File: src/rtl/if_id_queue.sv
// if_id_queue: circular FIFO between instruction fetch and decode, with flush.
// Define IF_ID_QUEUE_BYPASS_EN to forward an offered entry straight to decode when the queue is empty.
module if_id_queue #(
   parameter int              XLEN      = 32,
   parameter int              DEPTH     = 4,
   parameter logic [XLEN-1:0] NOP_INSTR = 32'h00000013
) (
   input  logic                       clk,
   input  logic                       rst_n,
   input  logic                       flush,
   input  logic                       in_valid,
   output logic                       in_ready,
   input  logic [XLEN-1:0]            instr_if,
   input  logic [XLEN-1:0]            pc_if,
   input  logic [XLEN-1:0]            nxpc_if,
   output logic                       out_valid,
   input  logic                       out_ready,
   output logic [XLEN-1:0]            instr_id,
   output logic [XLEN-1:0]            pc_id,
   output logic [XLEN-1:0]            nxpc_id,
   output logic [$clog2(DEPTH):0]     count
);
   localparam int AW = $clog2(DEPTH);
   localparam logic [AW:0] FULL = (AW+1)'(DEPTH);

   logic [XLEN-1:0] instr_q [DEPTH];
   logic [XLEN-1:0] pc_q    [DEPTH];
   logic [XLEN-1:0] nxpc_q  [DEPTH];
   logic [AW-1:0]   head_q, head_d, tail_q, tail_d;
   logic [AW:0]     count_q, count_d;
   logic            nonempty, wr, rd;

   assign nonempty = count_q != '0;
   assign in_ready = (count_q != FULL) && !flush;
   assign count    = count_q;

`ifdef IF_ID_QUEUE_BYPASS_EN
   logic byp;
   assign byp       = !nonempty && in_valid && !flush;
   assign out_valid = (nonempty || byp) && !flush;
   // A bypassed entry taken by decode this cycle is never written to storage.
   assign wr        = in_valid && in_ready && !(byp && out_ready);
   assign rd        = out_valid && out_ready && !byp;
   assign instr_id  = !out_valid ? NOP_INSTR : byp ? instr_if : instr_q[head_q];
   assign pc_id     = !out_valid ? '0 : byp ? pc_if : pc_q[head_q];
   assign nxpc_id   = !out_valid ? '0 : byp ? nxpc_if : nxpc_q[head_q];
`else
   assign out_valid = nonempty && !flush;
   assign wr        = in_valid && in_ready;
   assign rd        = out_valid && out_ready;
   assign instr_id  = out_valid ? instr_q[head_q] : NOP_INSTR;
   assign pc_id     = out_valid ? pc_q[head_q] : '0;
   assign nxpc_id   = out_valid ? nxpc_q[head_q] : '0;
`endif

   always_comb begin
      head_d  = flush ? '0 : head_q + AW'(rd);
      tail_d  = flush ? '0 : tail_q + AW'(wr);
      count_d = flush ? '0 : count_q + (AW+1)'(wr) - (AW+1)'(rd);
   end

   always_ff @(posedge clk) begin
      if (!rst_n) begin
         head_q  <= '0;
         tail_q  <= '0;
         count_q <= '0;
      end else begin
         head_q  <= head_d;
         tail_q  <= tail_d;
         count_q <= count_d;
      end
      if (wr) begin
         instr_q[tail_q] <= instr_if;
         pc_q[tail_q]    <= pc_if;
         nxpc_q[tail_q]  <= nxpc_if;
      end
   end
endmodule

File: config.mk
export PLATFORM = sky130hd
export DESIGN_NAME = if_id_queue
export DESIGN_NICKNAME = d
export VERILOG_FILES = /design/src/rtl/if_id_queue.sv
export SDC_FILE = /design/constraint.sdc
export NUM_CORES = 1
export LEC_CHECK = 0
export CAP_MARGIN = 40
export CORE_MARGIN = 3
export CORE_UTILIZATION = 40
export DETAILED_ROUTE_END_ITERATION = 6
export GPL_TIMING_DRIVEN = 0
export PLACE_DENSITY_LB_ADDON = 0.3
export RECOVER_POWER = 25
export SLEW_MARGIN = 40
export SYNTH_ARGS = -nofsm -noshare
export SYNTH_HDL_FRONTEND = slang
export SYNTH_SLANG_ARGS = --single-unit
File: constraint.sdc
create_clock -name clk -period 16.6 [get_ports clk]
set_clock_uncertainty 0.15 [all_clocks]
set_input_delay 3.32 -clock clk [delete_from_list [all_inputs] [get_ports clk]]
set_output_delay 3.32 -clock clk [all_outputs]
set_load 0.05 [all_outputs]
==> impl_metrics.ini, run 1 <==
[logic_synthesis]
synth.ff_latch_count = 391
synthArstFlopShare_pct = 0
ys_types = 24
syn_area_per_cell_um2 = 22.8
yosys_most_used_dff = edfxtp_1
yosysWarningCount = 0
synthCells = 651
synth-edff-count = 384
syn-cell-area_um2 = 14800
synth_seq_area_share_pct = 78.7
synth_nets = 755

[clocking]
h-tree-depth = 2
cts_tree = yes
cts_resized = 0
cts.path.max_buffers = 3
clkSlewWorstSetupHoldPaths_ns = 0.06
numCtsBuffers = 41
cts_root_buffer = clkbuf_16
hold_buffers = 0
cts_setup_buffers = 0
cts.sinks = 391
clk_latency_ns = 0.54

[power_and_ir_drop]
intPower_w = 0.00162
leakagePower_nw = 6.15
max-vdd-ir-drop_v = 0.0000796
pwr-share-seq_pct = 54.3
swShare_pct = 20.4
pwr-share-comb_pct = 5.4
pwr_density_cell_nw_per_um2 = 107
p_sw_w = 0.000415
clkPwrFrac_pct = 40.2

[sta]
drv_slew = 0
max_clock_freq_mhz = 102
post-route-period-util_pct = 59.3
setup_violations = 0
rsz0062_at_grt = false
tightest_slew_ns = 0.751
hold-worst-slack_ns = 0.432
setup_tns_ns = 0
relSlewSlack_pct = 50.0
fin_ws_ns = 6.75
fin_crit_ns = 9.85
hold_violations = 0

[global_route]
antenna_found_initial = 7
grt-ovfl-total = 0
grt_pass1_vias = 7896
grt_pass1_wl_um = 46900
grtUsageTotal_pct = 15.8
grt_max_degree = 35

[finish]
area_delta_synth_final_pct = 28.6
drive_above_1_share_pct = 22.9
fillCellCount = 2910
final_common_cell = edfxtp_1
mostFrequentLayoutCells = edfxtp_1, clkdlybuf4s50_1, mux4_2, and2_1, dlygate4sd3_1
layout.nets = 1057
post-route-cell-area_um2 = 19100
post-route-util_pct = 52.8

[detailed_routing]
dr.pass1.iters = 4
wl_per_cell_um = 21.0
drt-total-wl_um = 30300
drc_errors = 0
ant_nets = 0
drtIter0Drc = 371
vias_per_cell = 5.05
dr_total_vias = 7297

[floorplanning]
die-area_um2 = 39400
floorplan.die.width_um = 199
initial_core_util_pct = 41.1
die_h_um = 199
placementRows = 69
coreArea_um2 = 36100
ios = 202

[placement]
dp_slack_ns = 6.59
portBuffers = 201
dp_hpwl_um = 20800
gp_congestion = 0.702
dpl_cell_area_um2 = 17900

[setup_path]
worst-endpoint-required_ns = 13.13
cp.arrival_ns = 6.38
rrSetupSlack_ns = 13.05
r2r_start = count[1]$_SDFF_PP0_
critPathKind = in -> out
crit_fanout = 10
r2r_end = instr_q[2][26]$_DFFE_PP_
r2r_cells = 12
worstSetupEndpointType = output port
cp-start-kind = primary input

[job]
cap_violations = 0

[hold_path]
worst_hold_path.endpoint = count[2]$_SDFF_PP0_
holdPathStages = 2
hold_start = count[2]$_SDFF_PP0_
hp-class = reg -> reg

[outcome]
status = finished, final reports clean
worst max-delay path, stage by stage:
cell and delay (ns):
clkdlybuf4s50_1 0.57, nor2_1 0.55, buf_2 0.41, clkbuf_1 0.45, and2_1 0.20, clkdlybuf4s50_1 0.87
worst max path at each step:
stage | cells past startpoint | startpoint | end | slack, ns
after floorplan | 3 | flush | instr_q[1][0]$_DFFE_PP_ | 4.88
after global placement | 4 | flush | instr_q[1][27]$_DFFE_PP_ | -1.97
after detailed placement | 6 | flush | nxpc_id[7] | 6.59
after CTS | 6 | flush | nxpc_id[7] | 6.58
after global routing | 6 | flush | nxpc_id[2] | 6.49
final | 6 | flush | nxpc_id[2] | 6.75
layer usage:
metal | wire length [µm] | up-vias | global-route usage, % | share of wire, %
met4 | 512 | 6 | 4.06 | 1.7
met5 | 34 | - | 0 | 0.11
met1 | 12500 | 3784 | 20.6 | 41
met2 | 15300 | 187 | 26.3 | 51
li1 | - | 3276 | - | -
met3 | 1940 | 44 | 4.71 | 6.4
area by class of cell:
| class | count | area [µm²] | area share (%) |
|---|---|---|---|
| Clock inverter | 20 | 116 | 0.610 |
| Antenna cell | 3 | 7.51 | 0.0394 |
| Clock buffer | 50 | 1060 | 5.56 |
| Sequential cell | 391 | 11700 | 61.2 |
| Inverter | 2 | 7.51 | 0.0394 |
| Multi-Input combinational cell | 225 | 3010 | 15.8 |
| Timing Repair Buffer | 259 | 2460 | 12.9 |
| Buffer | 33 | 163 | 0.853 |
| Tap cell | 461 | 577 | 3.02 |
kinds of logic after synthesis:
| kind of cell | count (synthesis) | synth area share (%) |
|---|---|---|
| compound gates | 4 | 0.135 |
| xor+xnor | 4 | 0.236 |
| fa+ha+maj | 3 | 0.304 |
| buf+inv | 35 | 1.15 |
| flops | 391 | 78.7 |
| mux | 96 | 14.6 |
| simple gates | 118 | 4.92 |
through the flow:
step	total power, W	std cells
global route	0.00211	1442
global placement	0.00124	1313
floorplan	0.00118	651
detailed placement	0.00124	1371
CTS	0.00206	1441
finish	0.00203	1444
flip-flops by register name (all words and copies together), names as in the netlist:
| register | cells |
|---|---|
| nxpc_q | 128 |
| count | 3 |
| head_q | 2 |
| pc_q | 128 |
| instr_q | 128 |
| tail_q | 2 |
cells in the mapped netlist (2+ instances only):
| master | instances | share of area, % |
|---|---|---|
| edfxtp_1 | 384 | 78 |
| and2_1 | 96 | 4.0 |
| mux4_2 | 96 | 15 |
| clkbuf_1 | 17 | 0.43 |
| buf_2 | 13 | 0.44 |
| dfxtp_1 | 7 | 0.94 |
| nor2_1 | 5 | 0.13 |
| or3_1 | 5 | 0.21 |
| xnor2_1 | 4 | 0.24 |
| buf_6 | 3 | 0.23 |
| nor3b_1 | 3 | 0.15 |
| a21oi_1 | 2 | 0.067 |
| ha_1 | 2 | 0.17 |
| nand2_1 | 2 | 0.051 |
| nand2b_1 | 2 | 0.084 |
| o21ai_0 | 2 | 0.067 |
power groups by stage:
stage | clock network (W) | logic [W] | registers (W)
after floorplan | 0 | 0.0000516 | 0.00113
after global placement | 0 | 0.000108 | 0.00113
after detailed placement | 0 | 0.000115 | 0.00112
after CTS | 0.000842 | 0.000115 | 0.00110
after global routing | 0.000887 | 0.000119 | 0.00110
final | 0.000818 | 0.000110 | 0.00110
Power figures use the tool's default switching activity.
==> run 2, diff against run 1 <==
- clock period: 16.6 -> 8.1 ns (I/O delays scaled with it)
==> run 2 against run 1 <==
First-iteration DRC count unchanged. Largest power group unchanged. Die area unchanged. Register-to-register slack worse by 8.3 ns.
==> impl_metrics.ini, run 2 (synthesis gave the netlist of run 1 again) <==
[outcome]
status = finished, final reports clean

[sta]
hold_violations = 0
drv_slew = 0
fin_crit_ns = 6.46
setup_violations = 0
tightest_slew_ns = 0.681
max_clock_freq_mhz = 155
hold-worst-slack_ns = 0.436
rsz0062_at_grt = false
relSlewSlack_pct = 54.6
post-route-period-util_pct = 79.7

[power_and_ir_drop]
max-vdd-ir-drop_v = 0.000162
pwr_density_cell_nw_per_um2 = 221
leakagePower_nw = 6.10
total_power_w = 0.00424

[global_route]
grt-ovfl-total = 0
grt_max_degree = 35
top_usage_layer = met2
grtUsageMet2_pct = 25.9
antenna_found_initial = 1
grt_pass1_vias = 7688
use_met3_pct = 4.12
grt_use_met1_pct = 20.1
grt_pass1_wl_um = 45800
grtUsageTotal_pct = 15.5

[clocking]
cts_resized = 0
hold_buffers = 0
cts.sinks = 391
cts_tree = yes
h-tree-depth = 2
cts_root_buffer = clkbuf_16
numCtsBuffers = 41
cts.path.max_buffers = 3
clk_latency_ns = 0.55
clkSlewWorstSetupHoldPaths_ns = 0.06
cts_setup_buffers = 0

[setup_path]
cp.arrival_ns = 4.69
worstSetupEndpointType = output port
r2r_end = instr_q[1][30]$_DFFE_PP_
cp-start-kind = primary input
critPathKind = in -> out
rrSetupSlack_ns = 4.76
worst-endpoint-required_ns = 6.33
timing.critical_path.from = flush
crit_fanout = 10
r2r_cells = 9
r2r_start = count[1]$_SDFF_PP0_

[detailed_routing]
drtIter0Drc = 371
wl_per_cell_um = 21.0
vias_per_cell = 4.99
dr_total_vias = 7114
drt-total-wl_um = 29900
ant_nets = 0
dr.pass1.iters = 4
drc_errors = 0

[floorplanning]
coreArea_um2 = 36100
placementRows = 69
floorplan.die.width_um = 199
ios = 202
die-area_um2 = 39400
die_h_um = 199
initial_core_util_pct = 41.1

[finish]
drive_above_1_share_pct = 22.0
antennaDiodeCount = 0
mostFrequentLayoutCells = edfxtp_1, clkdlybuf4s50_1, mux4_2, and2_1, dlygate4sd3_1
area_delta_synth_final_pct = 29.1
top_regs = instr_q x128, nxpc_q x128, pc_q x128
final_common_cell = edfxtp_1
layoutNonFillerInstCount = 1426
post-route-util_pct = 53.1
layout.nets = 1037

[hold_path]
holdPathStages = 2
hp-class = reg -> reg
worst_hold_path.endpoint = count[2]$_SDFF_PP0_
hold_start = count[2]$_SDFF_PP0_

[placement]
gp_congestion = 0.673
dp_hpwl_um = 20300
dp.cells = 1351
portBuffers = 201

[job]
cap_violations = 0
## run 2: worst max path at each step
stage | to | slack [ns] | cells past startpoint
2_1_floorplan | instr_q[1][0]$_DFFE_PP_ | 1.47 | 3
3_3_place_gp | pc_q[1][1]$_DFFE_PP_ | -2.38 | 4
3_5_place_dp | nxpc_id[6] | 1.43 | 6
4_1_cts | nxpc_id[6] | 1.43 | 6
5_1_grt | nxpc_id[6] | 1.31 | 6
6_report | nxpc_id[6] | 1.64 | 6
## run 2: where the power goes
group / total, W / switching [W] / internal, W
Combinational: 0.000226 / 0.000123 / 0.000103
Clock: 0.00175 / 0.000736 / 0.00102
Sequential: 0.00226 / 0.00000693 / 0.00226
## run 2: layout make-up
cell class,instances,area (µm²)
fill,2838,16900
buffer,33,164
timing repair buffer,239,2440
multi-input combinational,225,3030
sequential,391,11700
inverter,2,7.51
clock buffer,61,1140
clock inverter,14,124
tap,461,577
## run 2: metrics by stage
| step | area (µm²) | TNS [ns] | worst slack, ns |
|---|---|---|---|
| after detailed placement | 17900 | 0 | 1.43 |
| after global placement | 17400 | -650.84 | -2.38 |
| final | 19200 | 0 | 1.64 |
| after floorplan | 14800 | 0 | 1.47 |
| after global routing | 19200 | 0 | 1.31 |
| after CTS | 19200 | 0 | 1.43 |
## run 2: critical path: stages
cell and delay [ns]:
clkdlybuf4s50_1 0.52, nor2_1 0.51, buf_2 0.43, clkbuf_1 0.50, and2_1 0.21, clkdlybuf4s50_1 0.88
## run 2: per-layer routing
metal  vias up  routed length, µm
met1      3679              12300
met4         2                535
li1       3229                  -
met5         -                 13
met2       164              15200
met3        40               1860
==> run 3, diff against run 2 <==
- clock period: 8.1 -> 6.4 ns (I/O delays scaled with it)
==> results of run 3 <==
Same layout as run 2 (identical final DEF). Status: finished, final reports clean.
Main changes from that run: setup slack after placement 1.43 ns -> 0.406 ns; setup slack after layout 1.64 ns -> 0.622 ns; register-to-register setup slack 4.76 ns -> 3.06 ns; total power 0.00424 W -> 0.00537 W; worst IR drop on VDD 0.000162 V -> 0.000205 V
